===== src/rtl/fetch_unit.sv =====
// IF-stage fetch engine: owns the PC, issues single outstanding IM reads and presents words to IF/ID.
// Define FETCH_ADDR_EXC_EN to add fetch address checking and the F_exc (AdEL) output.
module fetch_unit #(
  parameter logic [31:0] RESET_PC = 32'h0000_3000,
  parameter logic [31:0] IM_BASE  = 32'h0000_3000,
  parameter int unsigned IM_WORDS = 4096
) (
  input  logic        clk,
  input  logic        reset,
  input  logic        stall,
  input  logic        redirect_vld,
  input  logic [31:0] redirect_pc,
  output logic        im_req,
  output logic [31:0] im_addr,
  input  logic        im_valid,
  input  logic [31:0] im_rdata,
  output logic [31:0] F_ins,
  output logic [31:0] F_PC,
  output logic        F_valid
`ifdef FETCH_ADDR_EXC_EN
  ,
  output logic        F_exc
`endif
);

  typedef enum logic [1:0] {StReq, StWait, StValid, StDrain} state_e;

  state_e      r_state;
  logic [31:0] r_pc;
  logic [31:0] w_pc_inc;
  logic        w_req_point;
  logic        w_addr_ok;

  assign w_pc_inc    = r_pc + 32'd4;
  assign im_addr     = (r_state == StValid) ? w_pc_inc : r_pc;
  assign w_req_point = reset && !redirect_vld &&
                       ((r_state == StReq) || ((r_state == StValid) && !stall));

`ifdef FETCH_ADDR_EXC_EN
  localparam logic [32:0] ImBytes = 33'(IM_WORDS) << 2;
  logic [31:0] w_off;
  assign w_off     = im_addr - IM_BASE;
  assign w_addr_ok = (im_addr[1:0] == 2'b00) && (im_addr >= IM_BASE) && ({1'b0, w_off} < ImBytes);
`else
  assign w_addr_ok = 1'b1;
`endif

  assign im_req = w_req_point && w_addr_ok;

  always_ff @(posedge clk) begin
    if (!reset) begin
      r_state <= StReq;
      r_pc    <= RESET_PC;
      F_ins   <= '0;
      F_PC    <= RESET_PC;
      F_valid <= 1'b0;
    end else if (redirect_vld) begin
      r_pc    <= redirect_pc;
      F_valid <= 1'b0;
      // A response landing with the redirect retires the outstanding read, so no drain is needed.
      unique case (r_state)
        StWait, StDrain: r_state <= im_valid ? StReq : StDrain;
        default:         r_state <= StReq;
      endcase
    end else begin
      unique case (r_state)
        StReq: begin
          if (w_addr_ok) begin
            r_state <= StWait;
          end else begin
            F_ins   <= '0;
            F_PC    <= im_addr;
            F_valid <= 1'b1;
            r_state <= StValid;
          end
        end
        StWait: begin
          if (im_valid) begin
            F_ins   <= im_rdata;
            F_PC    <= r_pc;
            F_valid <= 1'b1;
            r_state <= StValid;
          end
        end
        StValid: begin
          if (!stall) begin
            r_pc <= w_pc_inc;
            if (w_addr_ok) begin
              F_valid <= 1'b0;
              r_state <= StWait;
            end else begin
              F_ins   <= '0;
              F_PC    <= im_addr;
              F_valid <= 1'b1;
              r_state <= StValid;
            end
          end
        end
        StDrain: begin
          if (im_valid) begin
            r_state <= StReq;
          end
        end
      endcase
    end
  end

`ifdef FETCH_ADDR_EXC_EN
  always_ff @(posedge clk) begin
    if (!reset || redirect_vld) begin
      F_exc <= 1'b0;
    end else if (w_req_point && !w_addr_ok) begin
      F_exc <= 1'b1;
    end else if ((r_state == StValid) && !stall) begin
      F_exc <= 1'b0;
    end
  end
`endif

endmodule


===== config.mk =====
export PLATFORM = sky130hd
export DESIGN_NAME = fetch_unit
export DESIGN_NICKNAME = d
export VERILOG_FILES = /design/src/rtl/fetch_unit.sv
export SDC_FILE = /design/constraint.sdc
export NUM_CORES = 1
export LEC_CHECK = 0
export ABC_AREA = 1
export BUFFER_PORTS_ARGS = -buffer_cell sky130_fd_sc_hd__buf_2
export CORE_MARGIN = 5
export CORE_UTILIZATION = 45
export CTS_CLUSTER_SIZE = 25
export DETAILED_ROUTE_END_ITERATION = 7
export GPL_ROUTABILITY_DRIVEN = 0
export GPL_TIMING_DRIVEN = 0
export PLACE_DENSITY_LB_ADDON = 0.25
export SETUP_SLACK_MARGIN = 0.02
export SLEW_MARGIN = 30
export SYNTH_ARGS = -nofsm -noshare
export SYNTH_HDL_FRONTEND = slang
export SYNTH_SLANG_ARGS = --single-unit

===== constraint.sdc =====
create_clock -name clk -period 1.9 [get_ports clk]
set_clock_uncertainty 0.05 [all_clocks]
set_input_delay 0.38 -clock clk [delete_from_list [all_inputs] [get_ports clk]]
set_output_delay 0.38 -clock clk [all_outputs]
set_load 0.005 [all_outputs]

* Yosys cells after proc, flatten, opt, wreduce, memory -nomap -nowiden
Index checks and enable logic that the tools add are counted.
Word-level totals: bits in registers 99, output and inout bits 98, bits of input ports 69
Cells by class: reductions and logical operators 15, bitwise gates (word level) 2, mux-type cells 14, $add $sub $neg 1, equal/unequal tests 9
Operators with widths (number):
- 2-to-1 mux 32 bit | 4
- adder 32 x 3 -> 32 bit (second input constant) | 1
- 2-to-1 mux 2 bit | 6
- != test 3 bit (second input constant) | 3
- AND reduction 3 bit | 3
- one-hot mux 2 bit (4 select lines) | 1
- equality test 2 bit (second input constant) | 2
- != test 2 bit (second input constant) | 2
- nonzero test 2 bit | 2
- OR reduction 2 bit | 2
- logical AND 1 bit | 3
- equality test 2 x 1 -> 1 bit (second input constant) | 1
- zero test 1 bit | 2
- zero test 2 bit | 1
- 2-to-1 mux 1 bit | 2
- != test 2 x 1 -> 1 bit (second input constant) | 1
- inverter 1 bit | 2
- one-hot mux 1 bit (2 select lines) | 1
- AND reduction 2 bit | 1
- logical OR 1 bit | 1

* Depth between registers and ports, before layout
depth after elaboration 4, mapped depth 10, mapped depth without buffers 10

* Least setup slack after synthesis
Ideal clock, no wire load.
path kind register -> output, start point reg r_pc[3], end point out im_addr[26], data required time 1.470 ns, setup slack 0.069 ns, path buffers 0, arrival time 1.401 ns, cell stages (with the launch flop) 11, cells stage by stage dfxtp_1 ha_1 nand2_1 nor2_1 nand2_2 nor2_4 nand2_1 nand2_1 nand2_1 nand2_1 o21ai_0
Between the ends: cells in the longest elaborated chain, start to end 2
Ends and longest elaborated chain:
- from (decl) | line 29 | logic [31:0] r_pc;
- from (signal assigned) | line 58 | r_pc <= redirect_pc;
- from (signal assigned) | line 87 | r_pc <= w_pc_inc;
- adder 32 x 3 -> 32 bit | line 34 | assign w_pc_inc = r_pc + 32'd4;
- 2-to-1 mux 32 bit | line 35 | assign im_addr = (r_state == StValid) ? w_pc_inc : r_pc;
- to (decl) | line 14 | output logic [31:0] im_addr,
Every way passes these cells.

* Worst setup path in the final report
start point reg r_pc[2], end point out im_addr[14]
The elaborated chain is that of the path after synthesis.

==> key figures <==
Run status
  • Status: finished with violations
  • Failing checks: setup timing

Worst setup path
  • Worst-case reg-to-reg path depth: 16
  • WS Path Type: reg -> out
  • Data required, critical path: 1.47 ns
  • CP Launch Type: flip-flop
  • CP endpoint kind: primary output
  • Crit-path max FO: 4
  • Worst Path Arrival: 1.98 ns

Route
  • Overall routed net length: 17000 µm
  • Avg WL per Cell: 15.6 µm
  • DRT iter0 DRCs: 404
  • Routed vias/inst: 5.19
  • Residual DRC: 0
  • Post-DRT Antenna Nets: 0
  • Drt pass-1 iters: 5
  • Via count: 5677

Finish
  • Layout area overhead: 42.9%
  • Ant diodes: 0
  • Register area: 2040 µm²
  • Multi-input gate area: 2760 µm²
  • Filler cell count: 936
  • Layout Nets: 1022
  • Post-layout util: 0.663
  • Layout cells sized above 1: 0.379

Timing
  • Final setup violation count: 30
  • Fmax: 415 MHz
  • Final worst slack: -0.510 ns
  • Normalized max-slew margin: 0.586
  • Final-report hold violation count: 0
  • Final min period: 2.41 ns
  • Unrepaired setup endpoints after global routing: true
  • Part of the cycle the worst path needs: 1.27
  • Worst Tran Pin Value: 0.621 ns
  • Max-slew violations: 0
  • Setup TNS Final: -11.51 ns

Global route
  • First-pass GRT wire length: 25600 µm
  • GR Overflow Total: 0
  • Initial antenna violation count: 0
  • Vias in the first global route: 5243
  • Largest net degree at the start of global routing: 19
  • Total GRT Usage: 0.247

Logic synthesis
  • Cell area after synthesis: 4810 µm²
  • Largest area contributor in the netlist: dfxtp_1
  • #FFs+latches synth: 99
  • Area share of fa/ha/maj cells after synthesis: 0.00260
  • Post-Synth Simple-Gate Area: 0.294
  • YS warnings: 0
  • Cells after Synth: 725
  • Post-Synth XOR/XNOR Area: 0.0322
  • Syn_area_per_cell: 6.64 µm²
  • Ranking of synthesized cells by area: dfxtp_1 41%, nand2_1 15%, o21ai_0 11%
  • Unique masters post-synth: 28
  • Post-synthesis sequential area ratio: 0.412
  • Synth top area share: 0.412
  • Compound-Gate Fraction of Synth Area: 0.179
  • Mux cell area share after synthesis: 0
  • Largest family of logic cells by synthesized area: simple AND/OR/NAND/NOR gates
  • Syn nets: 795

CTS
  • CTS HTree Levels: 3
  • Post-CTS Hold Buffers: 0
  • TritonCTS clock tree: built
  • Maximum clock insertion buffer count: 2
  • Clock latency on the worst-skew pair: 0.38 ns
  • CTS buffer count: 9
  • Clock sink total: 99
  • Root buf cell: clkbuf_8
  • Worst-path clk slew: 0.11 ns

Die
  • Site Rows: 37
  • Core area: 10400 µm²
  • Overall die height: 113 µm
  • Die width: 113 µm
  • Total Die Area: 12900 µm²
  • IO Count: 167
  • Initial Utilization: 0.464

Worst hold path
  • Hold Path Depth: 3
  • Min-delay worst type: in -> reg

Power
  • VDD IR max: 0.000388 V
  • Pwr dens: 641 nW/µm²
  • Pleak: 3.31 nW
  • Final Power: 4.41 mW

Placement
  • # port buffers: 165
  • Post-DP HPWL: 11500 µm

Flow run
  • Max Cap Viol: 0
-- flip-flops by register name, summed over array words and instances, names as in the netlist --
register and flops:
F_PC 32, F_valid 1, r_state 2, F_ins 32, r_pc 32
-- Yosys cell counts, drive strengths merged --
library cell,number
a2111oi,1
a211oi,2
a21oi,51
a22oi,1
a31oi,5
buf,14
clkbuf,27
clkinv,2
dfxtp,99
ha,1
inv,52
nand2,191
nand3,23
nand3b,1
nor2,130
nor3,1
o211ai,1
o21ai,107
xnor2,3
xor2,13
-- path summary, 6_finish.rpt --
| path | from | to | slack, ns |
|---|---|---|---|
| max | r_pc[2] | im_addr[14] | -0.51 |
| min | im_rdata[21] | F_ins[21] | 0.16 |
| max reg2reg | r_pc[2] | r_pc[20] | -0.49 |
| min reg2reg | F_PC[1] | F_PC[1] | 0.42 |
-- worst max-delay path: stages (launching register included) --
cell and delay [ns]:
dfxtp_4 0.40, ha_4 0.17, nand2_4 0.05, nor2_4 0.09, nand2_4 0.10, buf_6 0.13
nor2_4 0.16, xor2_1 0.19, nand2_1 0.09, o21ai_2 0.07, buf_2 0.14
-- cells in the final DEF, fill, tap and decap left out, drive strengths merged --
cell type / n
nand2: 191
a22oi: 1
o211ai: 1
nand3: 23
xor2: 13
a31oi: 5
clkinv: 3
buf: 234
nand3b: 1
bufinv: 1
nor3: 1
xnor2: 3
a21oi: 51
dfxtp: 99
clkinvlp: 3
a2111oi: 1
a211oi: 2
o21ai: 107
clkbuf: 32
inv: 54
nor2: 130
ha: 1
-- power by group --
part | switching (mW) | internal (mW) | leakage [nW]
Clock | 0.828 | 0.631 | 0.103
Combinational | 0.392 | 0.314 | 2.39
Sequential | 0.0757 | 2.17 | 0.818
Total | 1.30 | 3.11 | 3.31
-- per-layer routing --
metal | vias to the layer above | track usage | wire length, µm
met3 | 38 | 0.0690 | 1610
li1 | 2766 | - | -
met5 | - | 0 | 0
met1 | 2602 | 0.307 | 6930
met2 | 271 | 0.410 | 7990
met4 | 0 | 0.0929 | 505
-- stage by stage --
| step | setup WS (ns) | hold slack (ns) | cell area [µm²] | std cells |
|---|---|---|---|---|
| floorplan | 0.0692 | 0.403 | 4810 | 725 |
| global placement | -0.357 | 0.388 | 5810 | 1026 |
| detailed placement | -0.325 | 0.406 | 5810 | 1026 |
| CTS | -0.410 | 0.158 | 6530 | 1075 |
| global route | -0.614 | 0.152 | 6880 | 1093 |
| finish | -0.510 | 0.163 | 6880 | 1093 |
-- area by class of cell --
class | count | area share
repair buffers | 218 | 0.183
clock inverters | 7 | 0.0116
flip-flops and latches | 99 | 0.296
well taps | 136 | 0.0247
clock buffers | 9 | 0.0180
inverters | 54 | 0.0313
plain buffers | 39 | 0.0335
multi-input cells | 531 | 0.402
-- logic make-up after synthesis --
kind of cell,after synthesis
and+or+nand+nor,346
buffers and inverters,95
AOI/OAI and AO/OA,168
DFF,99
xor gates and xnor gates,16
adders and majority gates,1
-- timing repair --
action / CTS / global route
gates cloned: 2 / 2
pin swaps: 30 / 26
gates resized for setup: 93 / 75
buffers inserted: 31 / 20
endpoints found under the setup margin: 31 / 56
Power figures use the tool's default switching activity.
